===== src/rtl/id_stage.sv =====
// Instruction Decode stage: register file, main control decode, sign extension,
// load-use hazard detection and the ID/EX pipeline register.
module id_stage (
  input  logic        CLK,
  input  logic        RST_N,
  input  logic [31:0] NEXT_INS_ADR_IN,
  input  logic [31:0] CUR_INS_IN,
  input  logic        WB_REG_WRITE,
  input  logic [4:0]  WB_WRITE_REG,
  input  logic [31:0] WB_WRITE_DATA,
  input  logic        FLUSH,
  output logic        STALL,
  output logic [31:0] ID_EX_NEXT_INS_ADR,
  output logic [31:0] ID_EX_RS_DATA,
  output logic [31:0] ID_EX_RT_DATA,
  output logic [31:0] ID_EX_IMM,
  output logic [4:0]  ID_EX_RS,
  output logic [4:0]  ID_EX_RT,
  output logic [4:0]  ID_EX_RD,
  output logic [8:0]  ID_EX_CTRL
);

  logic [31:0] regs [32];
  logic [5:0]  opcode;
  logic [4:0]  rs_idx;
  logic [4:0]  rt_idx;
  logic [4:0]  rd_idx;
  logic [8:0]  dec_ctrl;
  logic [31:0] rs_data;
  logic [31:0] rt_data;
  logic [31:0] imm_ext;
  logic        wb_en;
  logic        hazard;

  assign opcode  = CUR_INS_IN[31:26];
  assign rs_idx  = CUR_INS_IN[25:21];
  assign rt_idx  = CUR_INS_IN[20:16];
  assign rd_idx  = CUR_INS_IN[15:11];
  assign imm_ext = {{16{CUR_INS_IN[15]}}, CUR_INS_IN[15:0]};
  assign wb_en   = WB_REG_WRITE && (WB_WRITE_REG != 5'd0);

  always_ff @(posedge CLK or negedge RST_N) begin
    if (!RST_N) begin
      for (int i = 0; i < 32; i++) regs[i] <= '0;
    end else if (wb_en) begin
      regs[WB_WRITE_REG] <= WB_WRITE_DATA;
    end
  end

  // Read ports bypass the WB write so ID sees a value retiring this cycle.
  always_comb begin
    rs_data = '0;
    rt_data = '0;
    if (rs_idx != 5'd0) rs_data = (wb_en && WB_WRITE_REG == rs_idx) ? WB_WRITE_DATA : regs[rs_idx];
    if (rt_idx != 5'd0) rt_data = (wb_en && WB_WRITE_REG == rt_idx) ? WB_WRITE_DATA : regs[rt_idx];
  end

  always_comb begin
    dec_ctrl = '0;
    case (opcode)
      6'h00:   dec_ctrl = 9'b100100010;
      6'h23:   dec_ctrl = 9'b011110000;
      6'h2B:   dec_ctrl = 9'b010001000;
      6'h04:   dec_ctrl = 9'b000000101;
      6'h08:   dec_ctrl = 9'b010100000;
      default: dec_ctrl = '0;
    endcase
  end

  assign hazard = ID_EX_CTRL[4] && (ID_EX_RT != 5'd0) &&
                  ((ID_EX_RT == rs_idx) || (ID_EX_RT == rt_idx));
  assign STALL  = hazard && !FLUSH;

  // A squashed or stalled instruction enters EX as a bubble with all control cleared.
  always_ff @(posedge CLK or negedge RST_N) begin
    if (!RST_N) begin
      ID_EX_NEXT_INS_ADR <= '0;
      ID_EX_RS_DATA      <= '0;
      ID_EX_RT_DATA      <= '0;
      ID_EX_IMM          <= '0;
      ID_EX_RS           <= '0;
      ID_EX_RT           <= '0;
      ID_EX_RD           <= '0;
      ID_EX_CTRL         <= '0;
    end else begin
      ID_EX_NEXT_INS_ADR <= NEXT_INS_ADR_IN;
      ID_EX_RS_DATA      <= rs_data;
      ID_EX_RT_DATA      <= rt_data;
      ID_EX_IMM          <= imm_ext;
      ID_EX_RS           <= rs_idx;
      ID_EX_RT           <= rt_idx;
      ID_EX_RD           <= rd_idx;
      ID_EX_CTRL         <= (FLUSH || STALL) ? 9'd0 : dec_ctrl;
    end
  end

endmodule

===== config.mk =====
export PLATFORM = sky130hd
export DESIGN_NAME = id_stage
export DESIGN_NICKNAME = d
export VERILOG_FILES = /design/src/rtl/id_stage.sv
export SDC_FILE = /design/constraint.sdc
export NUM_CORES = 2
export LEC_CHECK = 0
export BUFFER_PORTS_ARGS = -buffer_cell sky130_fd_sc_hd__buf_2
export CORE_UTILIZATION = 55
export DETAILED_ROUTE_END_ITERATION = 10
export PLACE_DENSITY = 0.78
export SYNTH_ARGS = -nofsm -noshare
export SYNTH_HDL_FRONTEND = slang
export SYNTH_SLANG_ARGS = --single-unit

===== constraint.sdc =====
create_clock -name CLK -period 2.2 [get_ports CLK]
set_input_delay 0.22 -clock CLK [delete_from_list [all_inputs] [get_ports CLK]]
set_output_delay 0.22 -clock CLK [all_outputs]
set_load 0.03 [all_outputs]

Word level (Yosys, flattened, before mapping) --
Cells that the tools add are included.
Storage, ports and cells: bits in registers 1160, bits of input ports 105, logic and storage cells 85
Operators by class: order comparisons 4, equality and inequality tests 8, mux-type cells 15, bitwise logic cells 3, reductions and logical operators 15
Operators by type and width (number):
- 1024-bit bitwise mux | 1
- 32-bit binary-select mux with 5-bit select | 2
- 32-bit two-way mux | 9
- 32-bit demux with 5-bit select | 1
- 9-bit case mux with 5 select lines | 1
- 5-bit equality test | 4
- 5-bit nonzero test | 4
- 6-bit >= comparator (second input constant) | 3
- 5-bit NOT with 6-bit output | 3
- 6-bit equality test (second input constant) | 2
- 9-bit two-way mux | 1
- 1-bit logical AND | 7
- 6-bit by 3-bit equality test with 1-bit output (second input constant) | 1
- 6-bit by 4-bit equality test with 1-bit output (second input constant) | 1
- 6-bit logical NOT | 1
- 6-bit by 1-bit less-than comparator with 1-bit output (second input constant) | 1
- 1-bit logical OR | 2
- 1-bit logical NOT | 1

Depth between registers and ports, before layout --
word-level depth 6, depth in mapped cells 10, gate-level depth less buffers 5

Worst setup path before layout --
OpenSTA, ideal clock, no wires.
path type input to register, start input CUR_INS_IN[21], end register ID_EX_RS_DATA[26], arrival time 1.995 ns, data required time 2.078 ns, setup slack 0.083 ns, stages 6, buffers on the path 2, cells stage by stage buf_2 clkbuf_1 mux4_2 a211oi_1 o21ai_0 a32o_1
On the way: cells in the longest elaborated chain, start to end 6, elaborated cells between the ends (all ways) 9, classes of those cells eq/ne (1); mux (5); bitwise (1); reduce/logical (2)
Ends and longest elaborated chain:
- start, declared | RTL line 7 | input logic [31:0] CUR_INS_IN,
- 5-bit NOT with 6-bit output (not written as such) | RTL line 54 | if (rs_idx != 5'd0) rs_data = (wb_en && WB_WRITE_REG == rs_idx) ? WB_WRITE_DATA : regs[rs_idx];
- 32-bit binary-select mux with 5-bit select | RTL line 54
- 32-bit two-way mux (not written as such) (2 in a row) | RTL line 54
- 32-bit two-way mux | RTL line 54
- 32-bit two-way mux (*) | RTL line 54
- via rs_data[26] | RTL line 29 | logic [31:0] rs_data;
- end signal, assigned | RTL line 87 | ID_EX_RS_DATA <= rs_data;
- end, declared | RTL line 14 | output logic [31:0] ID_EX_RS_DATA,
The timed path passes the listed nets; every way through them passes the cells marked *. The select of a mux whose other input is x is not followed. A chain may end at the register's enable or synchronous reset.

Worst setup path in the final report --
start register ID_EX_RT[2], end output STALL
On the way: cells in the longest elaborated chain, start to end 4, elaborated cells between the ends (all ways) 7, classes of those cells eq/ne (2); reduce/logical (5)
Ends and longest elaborated chain:
- start, declared | RTL line 18 | output logic [4:0] ID_EX_RT,
- start signal, assigned | RTL line 91 | ID_EX_RT <= rt_idx;
- 5-bit equality test / 5-bit nonzero test (equally long branches) | RTL line 71, 70
- 1-bit logical OR / 1-bit logical AND (equally long branches) | RTL line 71, 70
- 1-bit logical AND (*) | RTL line 70 | assign hazard = ID_EX_CTRL[4] && (ID_EX_RT != 5'd0) &&
- 1-bit logical AND (*) | RTL line 72 | assign STALL = hazard && !FLUSH;
- end, declared | RTL line 12 | output logic STALL,
Every way passes the cells marked *; elsewhere a longest branch is shown, timed or not.

==> results.yml <==
critical_path:
  r2r_cells: 5
  path_cells: "or4_1, o21a_1, nand2_2, nor2_2, buf_6"
  regToRegStartpoint: "ID_EX_RT[2]"
  rrSetupSlack_ns: 0.29
  cp_slowest_stage_delay_ns: 0.52
  cp-end-kind: "primary output"
  worstPathRequired_ns: 1.98
  startpoint_type: "flop"
  critPathKind: "flop to primary output"
  cpMaxStageDelayCell: "or4_1"
  arrival_ns: 2.14
  crit_start: "ID_EX_RT[2]"
  reg2reg_to: "ID_EX_CTRL[7]"
  critPathMaxFanout: 4
finish:
  fin_util_pct: 65.1
  final_common_cell: "dfrtp_1"
  fill_cells: 7296
  stdcell_count: 5798
  layout_common_cells: "dfrtp_1, mux2_2, mux4_2"
  final_cell_area_um2: 68500
  syn_to_final_growth_pct: 17.4
  nets: 4405
  drive_above_1_share_pct: 51.7
global_route:
  antenna_found_initial: 15
  grt_max_degree: 98
  grt_first_pass_wirelength_um: 278000
  grt_overflow: 0
  first_global_vias: 41300
  gr-usage-all-layers_pct: 35.3
placement:
  place_inst: 5500
  dpl_cell_area_um2: 63600
  port_buffers: 257
  place.gp.congestion: 0.897
  dp_hpwl_um: 116000
logic_synthesis:
  synth.cell_area_um2: 58300
  synth_edf_count: 0
  ys_warn_count: 0
  synth.ff_latch_count: 1152
  synth_seq_area_share_pct: 49.4
  synthCells: 3991
  synth_nets: 4096
  syn_area_per_cell_um2: 14.6
  async_flop_share_pct: 100
  synth.distinct_cells: 54
  synth-main-ff-cell: "dfrtp_1"
clock_network:
  clock_latency_ns: 0.76
  cts_root_buf: "clkbuf_16"
  clkTransAtPathRegs_ns: 0.06
  ctsLongestPathBuffers: 3
  tritoncts: "done"
  htreeDepth: 3
  clock_sinks: 1152
  numCtsBuffers: 119
die:
  start_util_pct: 55.4
  core_area_um2: 105000
  io_pins: 258
  die_h_um: 328
  rows: 119
  dieArea_um2: 107000
  dieWidth_um: 328
route:
  wl_per_cell_um: 32.4
  drtIter0Drc: 4798
  viasPerCell: 7.01
  postRouteAntennaNets: 0
  first_pass_iters: 6
  drt_wl_total_um: 188000
  drc_errors: 0
  vias: 40700
sta:
  drv_slew: 0
  finalSetupViolCount: 1
  tightestPinTransition_ns: 1.34
  skew_ns: 0.0559
  whs_ns: 0.0686
  fmaxAchievable_mhz: 423
  finalHoldViolCount: 0
  rsz0062_at_grt: "true"
  finalWorstSetupSlack_ns: -0.162
  finalCritPeriodShare_pct: 107
  period_needed_ns: 2.36
  maxSlewHeadroom_pct: 10.6
pwr:
  p_per_area_nw_per_um2: 897
  irDropWorstVdd_mv: 0.678
  combPwrFrac_pct: 19.7
  clock_power_share_pct: 34.7
  p_sw_mw: 17.1
  p_seq_share_pct: 45.6
  leakage_nw: 30.5
  p_int_mw: 44.4
  swShare_pct: 27.8
min_path:
  min_to: "ID_EX_RT_DATA[26]"
  min-delay-start: "WB_WRITE_DATA[26]"
  holdPathStages: 3
  hp-class: "primary input to flop"
job:
  cap_viol_max_count: 0
status:
  outcome: "finished with violations"
  violations: "setup timing"
[cells in the mapped netlist (43+ instances only)]
master | number | area share, %
mux2_2 | 1061 | 20
o22ai_1 | 52 | 0.56
a21oi_1 | 93 | 0.80
nand2_1 | 90 | 0.58
mux2i_1 | 290 | 5.0
buf_1 | 63 | 0.41
o221ai_1 | 68 | 1.0
dfrtp_1 | 1152 | 49
mux4_2 | 365 | 14
buf_2 | 92 | 0.79
a22oi_1 | 61 | 0.79
clkbuf_1 | 264 | 1.7
a32o_1 | 60 | 1.0
buf_4 | 43 | 0.55
[kinds of logic (layout without fill, tap and decap cells)]
| logic type | count (synthesis) | after routing | synth area share (%) |
|---|---|---|---|
| buffers and inverters | 471 | 884 | 3.56 |
| AO/OA/AOI/OAI | 458 | 458 | 5.76 |
| flip-flops | 1152 | 1152 | 49.4 |
| XOR/XNOR | 20 | 20 | 0.300 |
| multiplexers | 1716 | 1716 | 39.6 |
| AND/OR/NAND/NOR | 174 | 174 | 1.39 |
| other | 0 | 3 | 0 |
[layer usage]
metal  track usage [%]  part of all wire, %  vias up
li1                  -                    -    15900
met1              47.7                   38    21400
met2              52.5                   45     2636
met3              9.59                   11      634
met4              18.3                  5.5       16
met5                 0                0.055        -
[power by group through the flow]
| stage | clock network [mW] | logic (mW) | registers (mW) |
|---|---|---|---|
| floorplan | 0 | 8.38 | 27.5 |
| global placement | 0 | 11.4 | 27.9 |
| detailed placement | 0 | 11.9 | 28.1 |
| CTS | 21.4 | 12.0 | 27.8 |
| global route | 22.3 | 12.8 | 28.4 |
| finish | 21.3 | 12.1 | 28.0 |
[worst max-delay path, delay by kind of cell, from the launching register on]
family	cells	cell delay (ns)
AND/OR/NAND/NOR	3	0.63
buffers and inverters	1	0.13
AO/OA/AOI/OAI	1	0.22
flip-flops	1	0.43
[worst max path at each step]
stage | endpoint | slack, ns | cells past startpoint
2_1_floorplan | ID_EX_RS_DATA[26] | 0.08 | 6
3_3_place_gp | ID_EX_RS_DATA[9] | -0.08 | 6
3_5_place_dp | ID_EX_RT_DATA[27] | -0.23 | 8
4_1_cts | STALL | -0.19 | 5
5_1_grt | STALL | -0.22 | 5
6_report | STALL | -0.16 | 5
[stage by stage]
| stage | setup TNS, ns | power (mW) | setup WS (ns) |
|---|---|---|---|
| 3_3_place_gp | -0.841 | 39.3 | -0.0752 |
| 6_report | -0.162 | 61.4 | -0.162 |
| 4_1_cts | -0.193 | 61.3 | -0.193 |
| 3_5_place_dp | -1.48 | 40.0 | -0.232 |
| 5_1_grt | -0.222 | 63.5 | -0.222 |
| 2_1_floorplan | 0 | 35.9 | 0.0830 |
[registers in the layout, summed over array words and instances (netlist names)]
name and count:
ID_EX_IMM 12, ID_EX_RD 4, ID_EX_RT 5, ID_EX_NEXT_INS_ADR 32, regs 1024, ID_EX_RT_DATA 32
ID_EX_CTRL 6, ID_EX_RS 5, ID_EX_RS_DATA 32
[what timing repair did]
| action | in CTS | in global routing |
|---|---|---|
| cloned | 0 | 0 |
| hold buffers | 66 | 0 |
| endpoints found under the setup margin | 1 | 18 |
| resized for setup | 2 | 4 |
| pin swaps | 0 | 2 |
| endpoints found under the hold margin | 610 | 0 |
| setup buffers | 3 | 2 |
[layout make-up]
cell class | instances | area, µm² | area share [%]
timing repair buffer | 656 | 6100 | 8.91
multi-input combinational | 2368 | 27700 | 40.4
inverter | 3 | 11.3 | 0.0164
clock inverter | 58 | 677 | 0.988
sequential | 1152 | 28800 | 42.1
antenna | 3 | 7.51 | 0.0110
clock buffer | 167 | 3470 | 5.07
tap | 1391 | 1740 | 2.54
Note: power is estimated with default switching activity, not from simulation.
